===== config.mk =====
export PLATFORM = sky130hd
export DESIGN_NAME = ddr_bus_monitor
export DESIGN_NICKNAME = d
export VERILOG_FILES = /design/src/rtl/ddr_bus_monitor.sv
export SDC_FILE = /design/constraint.sdc
export NUM_CORES = 1
export LEC_CHECK = 0
export CAP_MARGIN = 20
export CORE_MARGIN = 3
export CORE_UTILIZATION = 57
export DETAILED_ROUTE_END_ITERATION = 8
export PLACE_DENSITY = 0.81
export SLEW_MARGIN = 0
export SYNTH_ARGS = -nofsm -noshare
export SYNTH_HDL_FRONTEND = slang
export SYNTH_SLANG_ARGS = --single-unit

===== constraint.sdc =====
create_clock -name clk -period 2.4 [get_ports clk]
set_input_delay 0.72 -clock clk [delete_from_list [all_inputs] [get_ports clk]]
set_output_delay 0.72 -clock clk [all_outputs]
set_load 0.02 [all_outputs]

===== src/rtl/ddr_bus_monitor.sv =====
// ddr_bus_monitor: passive monitor of the DDR command/data bus. It tracks
// the open row of each bank and emits one packet per WRITE/READ access,
// built from the row and column captured at the command and dq sampled
// CWL/CL clocks after the command.
// Ports: clk, reset_n (async, active low); cs_n/ras_n/cas_n/we_n/ba/addr/dq
//   are the monitored bus; pkt_* is the packet stream (pkt_valid strobe);
//   cmd_err/bus_conflict are one-cycle error strobes; open_banks is the
//   per-bank open-row map.
module ddr_bus_monitor #(
    parameter int ROW_W  = 15,
    parameter int COL_W  = 10,
    parameter int DATA_W = 16,
    parameter int CWL    = 5,
    parameter int CL     = 6
) (
    input  logic              clk,
    input  logic              reset_n,
    input  logic              cs_n,
    input  logic              ras_n,
    input  logic              cas_n,
    input  logic              we_n,
    input  logic [2:0]        ba,
    input  logic [ROW_W-1:0]  addr,
    input  logic [DATA_W-1:0] dq,
    output logic              pkt_valid,
    output logic              pkt_is_write,
    output logic [2:0]        pkt_bank,
    output logic [ROW_W-1:0]  pkt_row,
    output logic [COL_W-1:0]  pkt_col,
    output logic [DATA_W-1:0] pkt_data,
    output logic [31:0]       pkt_id,
    output logic              cmd_err,
    output logic              bus_conflict,
    output logic [7:0]        open_banks
);
    // One in-flight access: {bank, row, column}.
    localparam int EW = 3 + ROW_W + COL_W;

    logic act_c;
    logic pre_c;
    logic wr_c;
    logic rd_c;

    always_comb begin
        act_c = 1'b0;
        pre_c = 1'b0;
        wr_c  = 1'b0;
        rd_c  = 1'b0;
        if (!cs_n) begin
            unique case ({ras_n, cas_n, we_n})
                3'b011:  act_c = 1'b1;
                3'b010:  pre_c = 1'b1;
                3'b100:  wr_c  = 1'b1;
                3'b101:  rd_c  = 1'b1;
                default: ;
            endcase
        end
    end

    logic [7:0]       open_q;
    logic [7:0]       open_d;
    logic [ROW_W-1:0] row_q [8];
    logic             err_d;
    logic             hit_open;
    logic [EW-1:0]    acc_ent;

    assign hit_open = open_q[ba];
    assign acc_ent  = {ba, row_q[ba], addr[COL_W-1:0]};

    always_comb begin
        open_d = open_q;
        err_d  = 1'b0;
        if (act_c) begin
            if (hit_open) err_d = 1'b1;
            else          open_d[ba] = 1'b1;
        end
        if (pre_c) begin
            if (addr[10]) open_d = '0;
            else          open_d[ba] = 1'b0;
        end
        if ((wr_c || rd_c) && !hit_open) err_d = 1'b1;
    end

    // Latency pipelines: stage 0 loads at the command edge, so the last
    // stage is presented exactly at the dq sample edge.
    logic [CWL-1:0] wv_q;
    logic [EW-1:0]  wpe_q [CWL];
    logic [CL-1:0]  rv_q;
    logic [EW-1:0]  rpe_q [CL];

    always_ff @(posedge clk or negedge reset_n) begin
        if (!reset_n) begin
            wv_q <= '0;
            rv_q <= '0;
            for (int i = 0; i < CWL; i++) wpe_q[i] <= '0;
            for (int i = 0; i < CL; i++)  rpe_q[i] <= '0;
        end else begin
            wv_q[0]  <= wr_c & hit_open;
            wpe_q[0] <= acc_ent;
            for (int i = 1; i < CWL; i++) begin
                wv_q[i]  <= wv_q[i-1];
                wpe_q[i] <= wpe_q[i-1];
            end
            rv_q[0]  <= rd_c & hit_open;
            rpe_q[0] <= acc_ent;
            for (int i = 1; i < CL; i++) begin
                rv_q[i]  <= rv_q[i-1];
                rpe_q[i] <= rpe_q[i-1];
            end
        end
    end

    logic          w_out;
    logic          r_out;
    logic [EW-1:0] out_ent;

    assign w_out   = wv_q[CWL-1];
    assign r_out   = rv_q[CL-1];
    assign out_ent = w_out ? wpe_q[CWL-1] : rpe_q[CL-1];

    logic              pkt_valid_q;
    logic              pkt_is_write_q;
    logic [2:0]        pkt_bank_q;
    logic [ROW_W-1:0]  pkt_row_q;
    logic [COL_W-1:0]  pkt_col_q;
    logic [DATA_W-1:0] pkt_data_q;
    logic [31:0]       pkt_id_q;
    logic [31:0]       id_cnt_q;
    logic              cmd_err_q;
    logic              conflict_q;

    always_ff @(posedge clk or negedge reset_n) begin
        if (!reset_n) begin
            open_q         <= '0;
            for (int i = 0; i < 8; i++) row_q[i] <= '0;
            pkt_valid_q    <= 1'b0;
            pkt_is_write_q <= 1'b0;
            pkt_bank_q     <= '0;
            pkt_row_q      <= '0;
            pkt_col_q      <= '0;
            pkt_data_q     <= '0;
            pkt_id_q       <= '0;
            id_cnt_q       <= '0;
            cmd_err_q      <= 1'b0;
            conflict_q     <= 1'b0;
        end else begin
            open_q      <= open_d;
            cmd_err_q   <= err_d;
            pkt_valid_q <= 1'b0;
            // Simultaneous write/read data is a collision: no packet, no id.
            conflict_q  <= w_out & r_out;
            if (act_c && !hit_open) row_q[ba] <= addr;
            if (w_out ^ r_out) begin
                pkt_valid_q    <= 1'b1;
                pkt_is_write_q <= w_out;
                {pkt_bank_q, pkt_row_q, pkt_col_q} <= out_ent;
                pkt_data_q     <= dq;
                pkt_id_q       <= id_cnt_q;
                id_cnt_q       <= id_cnt_q + 32'd1;
            end
        end
    end

    assign pkt_valid    = pkt_valid_q;
    assign pkt_is_write = pkt_is_write_q;
    assign pkt_bank     = pkt_bank_q;
    assign pkt_row      = pkt_row_q;
    assign pkt_col      = pkt_col_q;
    assign pkt_data     = pkt_data_q;
    assign pkt_id       = pkt_id_q;
    assign cmd_err      = cmd_err_q;
    assign bus_conflict = conflict_q;
    assign open_banks   = open_q;

endmodule


==> results of run 1 <==
## synthesized netlist by cell type, types with 2 or more instances
| cell type | instances | share of area [%] |
|---|---|---|
| a211oi_1 | 2 | 0.099 |
| a21o_1 | 2 | 0.099 |
| a21oi_1 | 39 | 1.3 |
| a221oi_1 | 15 | 0.87 |
| a222oi_1 | 5 | 0.33 |
| a22oi_1 | 11 | 0.55 |
| a31oi_1 | 2 | 0.083 |
| a32oi_1 | 2 | 0.12 |
| and2_1 | 3 | 0.12 |
| and3_1 | 5 | 0.21 |
| and4_1 | 3 | 0.17 |
| buf_1 | 6 | 0.15 |
| buf_2 | 5 | 0.17 |
| buf_6 | 7 | 0.52 |
| clkbuf_1 | 23 | 0.57 |
| dfrtp_1 | 419 | 69 |
| ha_1 | 2 | 0.17 |
| inv_1 | 9 | 0.22 |
| mux2_2 | 167 | 12 |
| mux2_4 | 20 | 2.0 |
| mux2i_1 | 41 | 2.7 |
| nand2_1 | 16 | 0.40 |
| nand3_1 | 13 | 0.43 |
| nand3_4 | 4 | 0.46 |
| nand4_1 | 11 | 0.46 |
| nand4_4 | 2 | 0.28 |
| nor2_1 | 46 | 1.1 |
| nor2b_1 | 3 | 0.12 |
| nor3_2 | 2 | 0.13 |
| nor4_2 | 3 | 0.25 |
| o211ai_1 | 2 | 0.099 |
| o21a_1 | 6 | 0.30 |
| o21ai_0 | 14 | 0.46 |
| o2bb2ai_1 | 3 | 0.17 |
| xnor2_1 | 25 | 1.5 |
| xor2_1 | 6 | 0.35 |
## routing by layer
layer | routed length, um | track usage, % | vias up
li1 | - | - | 3841
met3 | 1994 | 3.573 | 89
met4 | 1015 | 8.609 | 0
met1 | 13720 | 32.15 | 4690
met2 | 16990 | 40.34 | 349
met5 | 0 | 0 | -
## layout by cell type (no fill, tap or decap), types with 3 or more instances in the layout
cell type	synthesis	routed
a21oi_1	39	39
a221oi_1	15	15
a222oi_1	5	5
a22oi_1	11	11
and2_1	3	3
and3_1	5	5
and4_1	3	3
buf_12	0	20
buf_4	1	64
bufinv_16	0	7
clkbuf_1	23	3
clkbuf_16	0	42
clkbuf_8	0	5
clkdlybuf4s50_1	0	123
clkinv_2	0	11
clkinvlp_4	0	4
dfrtp_1	419	418
inv_1	9	9
inv_6	0	3
mux2_2	167	167
mux2_4	20	20
mux2i_1	41	41
nand2_1	16	16
nand3_1	13	13
nand3_4	4	4
nand4_1	11	11
nor2_1	46	46
nor2b_1	3	3
nor3_2	2	3
nor4_2	3	3
o21a_1	6	6
o21ai_0	14	14
o2bb2ai_1	3	3
xnor2_1	25	25
xor2_1	6	6
## power groups by stage
stage               clock network, W  registers, W  logic, W
floorplan                          0       0.00900  0.000885
global placement                   0       0.00855   0.00274
detailed placement                 0       0.00861   0.00284
CTS                          0.00702       0.00853   0.00290
global route                 0.00733       0.00862   0.00308
finish                       0.00692       0.00853   0.00289
## through the flow
step / instances / hold WS (ns) / setup WS (ns)
after global placement: 1452 / 0.3315 / -0.7183
after floorplan: 961 / 0.3312 / -0.07613
final: 1536 / 0.09157 / 0.04646
after detailed placement: 1452 / 0.3347 / -0.7483
after global routing: 1536 / 0.09762 / 0.03625
after CTS: 1535 / 0.08911 / 0.01528
## cell families (layout without fill, tap and decap cells)
logic type / Yosys count / in the layout / synth area share [%]
AO/OA/AOI/OAI: 106 / 106 / 4.702
adder cells (fa/ha/maj): 2 / 2 / 0.1658
XOR/XNOR: 31 / 31 / 1.799
flip-flops: 419 / 419 / 69.49
AND/OR/NAND/NOR: 121 / 121 / 4.793
multiplexers: 229 / 229 / 17.32
buffers and inverters: 53 / 298 / 1.733
## worst max-delay path by stage
stage             startpoint             to  slack [ns]  cells after the start
2_1_floorplan          ba[0]      row_q[35]       -0.08                      7
3_3_place_gp           ba[0]      row_q[70]       -0.72                      7
3_5_place_dp           ba[0]      row_q[73]       -0.75                      7
4_1_cts                ba[1]      row_q[39]        0.02                      7
5_1_grt        open_banks[6]  open_banks[6]        0.04                      1
6_report       open_banks[3]  open_banks[3]        0.05                      1
## registers in the layout, summed over array words and instances (netlist names), 8 cells and up
| signal | flops |
|---|---|
| pkt_col | 10 |
| pkt_id | 32 |
| open_banks | 8 |
| rpe_q | 168 |
| id_cnt_q | 32 |
| pkt_row | 15 |
| pkt_data | 16 |
| row_q | 120 |
## area by class of cell
type,instances,area (sq um)
timing repair buffer,211,2161
clock buffer,50,1131
inverter,11,41.29
fill,1482,6673
clock inverter,26,351.6
sequential,419,10490
tap,330,412.9
multi-input combinational,489,4360
## timing repair
item                       CTS  global route
setup endpoints to repair   79            38
gates resized for setup      1             3
pin swaps                    3             1
buffers inserted             7             1
hold buffers                 0             0
==> impl_metrics.yaml, run 1 <==
sta:
  worst_pin_slew_ns: 0.6632
  tns_ns: 0
  period_share_pct: 98.06
  maxSlewHeadroom_pct: 55.65
  final_hold_viol_count: 0
  period_needed_ns: 2.354
  setup_violations: 0
  rsz0062_at_grt: "false"
  skew_ns: 0.01484
  slew_violations: 0
  fmax_ghz: 0.4249
detailed_routing:
  dr.pass1.iters: 7
  vias: 8969
  antenna_left: 0
  finalWirelength_mm: 33.72
  drt-vias-per-instance: 5.839
  drt_iter0_drc: 592
  drc: 0
  wl_per_cell_um: 21.96
clock_network:
  cts_buffers: 41
  clk_path_buf_depth: 3
  htree_levels: 2
  clk_pin_slew_ns: 0.07
  tritoncts: "done"
  cts_sinks: 419
  clockRootBuffer: "clkbuf_16"
  clkLatencyLatePin_ns: 0.54
power:
  p_total_w: 0.01833
  p_sw_share_pct: 26.03
  power_frac_comb_pct: 15.7
  p_leak_nw: 8.897
  clkPwrFrac_pct: 37.7
  ir_worst_vdd_mv: 0.6597
  intPower_w: 0.01356
  pwr-share-seq_pct: 46.5
  power.switching_w: 0.004772
  powerDensity_nw_per_um2: 967.8
logic_synthesis:
  synth_fp_nets: 1003
  synthFlopType: "dfrtp_1"
  synth_cell_types: 53
  ys_async_sr_fraction_pct: 100.0
  ys_warn_count: 0
  avgSynthCellArea_sq_um: 15.70
  syn-instance-count: 961
  netlist_area_sq_um: 15090
  synth_edf_count: 0
  synth-seq-area-share_pct: 69.49
  synth_seq_cells: 419
layout:
  drive_gt1_share_pct: 30.35
  fin_nets: 1215
  area_growth_pct: 25.55
  fin_util_pct: 73.95
  diodes: 0
  stdcell_area_sq_um: 18940
grt:
  grt_pass1_wl_mm: 53.58
  antenna_found_initial: 0
  track_usage_pct: 23.93
  grt_pass1_vias: 9576
  grt_start_max_net_pins: 110
  grt_overflow: 0
setup_path:
  cpLargestDelayFamily: "buffers and inverters"
  regToRegEndpoint: "row_q[101]"
  path_class: "flop to output pin"
  rrSetupSlack_ns: 0.31
  endpoint_kind: "output pin"
  cp.arrival_ns: 1.63
  cp.required_ns: 1.68
  ff2ff_path_depth: 7
  path_cells: "clkdlybuf4s50_1"
  rr_startpoint: "open_banks[4]"
  crit_slowest_cell: "clkdlybuf4s50_1"
  max_stage_delay_ns: 0.65
  path_buf_inv: 1
  crit_path_start_kind: "flop"
  path_max_fanout: 3
flow_run:
  cap_violations: 0
place:
  gp_congestion: 0.8681
  placed_area_sq_um: 17330
  hpwl_mm: 19.51
  portBuffers: 127
min_path:
  hold_class: "primary input to async pin"
floorplanning:
  die_h_um: 168.7
  core-area_sq_um: 25620
  io-pin-count: 128
  die_w_um: 168.7
  die_area_sq_um: 28460
  fp-row-count: 58
  initial_core_util_pct: 58.90
status:
  status: "finished, final reports clean"
(Power assumes the default switching activity.)
==> run 2: changes to the inputs <==
CTS_CLUSTER_DIAMETER = 40   (was default)
==> impl_metrics.yaml, run 2 (same netlist as run 1, synthesis figures left out) <==
floorplanning:
  io-pin-count: 128
  core-area_sq_um: 25620
  die_area_sq_um: 28460
  fp-row-count: 58
  initial_core_util_pct: 58.90
  die_w_um: 168.7
  die_h_um: 168.7
layout:
  largest_register_ff_count: 168
  n_fill_cell: 1463
  multi_input_area_sq_um: 4355
  area_growth_pct: 26.22
  final_cell_mix: "418 x dfrtp_1, 167 x mux2_2, 123 x clkdlybuf4s50_1"
  final_common_cell: "dfrtp_1"
  diodes: 0
  stdcell_area_sq_um: 19050
  largest_register: "rpe_q"
  reg_top3: "rpe_q: 168 flops, row_q: 120 flops"
  regArea_sq_um: 10490
  drive_gt1_share_pct: 30.45
  fin_nets: 1218
setup_path:
  crit_path_start_kind: "flop"
  max_stage_delay_ns: 0.64
  cp.required_ns: 1.68
  path_class: "flop to output pin"
  endpoint_kind: "output pin"
  path_cells: "clkdlybuf4s50_1"
  cpLargestDelayFamily: "buffers and inverters"
  path_max_fanout: 3
  crit_slowest_cell: "clkdlybuf4s50_1"
  path_buf_inv: 1
  cp.arrival_ns: 1.60
flow_run:
  cap_violations: 0
grt:
  top_usage_layer: "met2"
  use_met2_pct: 40.83
  grt_start_max_net_pins: 110
  antenna_found_initial: 0
  grtUsageMet1_pct: 32.78
  grt_pass1_vias: 9705
  grt_overflow: 0
  grt_pass1_wl_mm: 54.70
  met3_usage_pct: 3.947
  track_usage_pct: 24.31
sta:
  setup_violations: 0
  worst_pin_slew_ns: 0.6536
  period_share_pct: 96.57
  skew_ns: 0.01355
  final_hold_viol_count: 0
  rsz0062_at_grt: "false"
  tns_ns: 0
  maxSlewHeadroom_pct: 56.29
  fmax_ghz: 0.4315
  period_needed_ns: 2.318
  slew_violations: 0
clock_network:
  cts_sinks: 419
  clockRootBuffer: "clkbuf_16"
  tritoncts: "done"
  cts_hold_buf: 0
  clkLatencyLatePin_ns: 0.54
  cts_buffers: 45
  htree_levels: 2
  clk_pin_slew_ns: 0.06
  clk_path_buf_depth: 3
detailed_routing:
  drc: 0
  wl_per_cell_um: 21.86
  drt_iter0_drc: 675
  drt-vias-per-instance: 5.834
  dr.pass1.iters: 5
  antenna_left: 0
  finalWirelength_mm: 33.70
  vias: 8996
place:
  portBuffers: 127
  gp_congestion: 0.8681
  hpwl_mm: 19.51
  placed_area_sq_um: 17330
status:
  status: "finished, final reports clean"
power:
  ir_worst_vdd_mv: 0.7125
  powerDensity_nw_per_um2: 982.7
  p_leak_nw: 8.935
min_path:
  hold_class: "primary input to async pin"
run 2: worst paths after layout:
path	start	endpoint	slack, ns	cells after the start
worst max register to register	open_banks[4]	row_q[73]	0.30	7
max in group asynchronous	reset_n	pkt_id[21]	1.63	2
worst max-delay path	open_banks[3]	open_banks[3]	0.08	1
min in group clk	rpe_q[115]	rpe_q[87]	0.34	0
worst min register to register	rpe_q[115]	rpe_q[87]	0.34	0
worst min-delay path	reset_n	pkt_data[10]	0.09	1
run 2: area by class of cell:
| type | instances | area share (%) |
|---|---|---|
| sequential | 419 | 55.06 |
| multi-input combinational | 489 | 22.87 |
| timing repair buffer | 210 | 11.24 |
| clock buffer | 55 | 6.372 |
| tap | 330 | 2.168 |
| clock inverter | 28 | 2.076 |
| inverter | 11 | 0.2168 |
run 2: metal layers:
layer  part of all wire [%]  up-vias  wire length (um)
li1                       -     3856                 -
met1                     41     4754             13970
met2                     51      310             17110
met3                    5.3       76              1796
met4                    2.5        0               831
met5                      0        -                 0
run 2: per-stage QoR:
stage	total power [W]	std cells	worst slack, ns	utilization (%)	hold WS (ns)
finish	0.01872	1542	0.08229	74.35	0.08766
global route	0.01947	1542	0.02786	74.35	0.08823
global placement	0.01129	1452	-0.7183	67.65	0.3315
CTS	0.01889	1540	0.002162	74.22	0.08261
floorplan	0.009881	961	-0.07613	-	0.3312
detailed placement	0.01145	1452	-0.7483	67.65	0.3347
run 2: where the power goes:
group	internal (W)	total (W)	switching (W)
Clock	0.00442	0.00730	0.00288
Sequential	0.00799	0.00854	0.000546
Combinational	0.00141	0.00287	0.00147
Total	0.0138	0.0187	0.00489
run 2: what timing repair did:
item                       CTS  global route
cloned                       0             0
setup buffers                5             2
setup endpoints to repair   78            38
resized for setup            1             2
pin swaps                    3             1
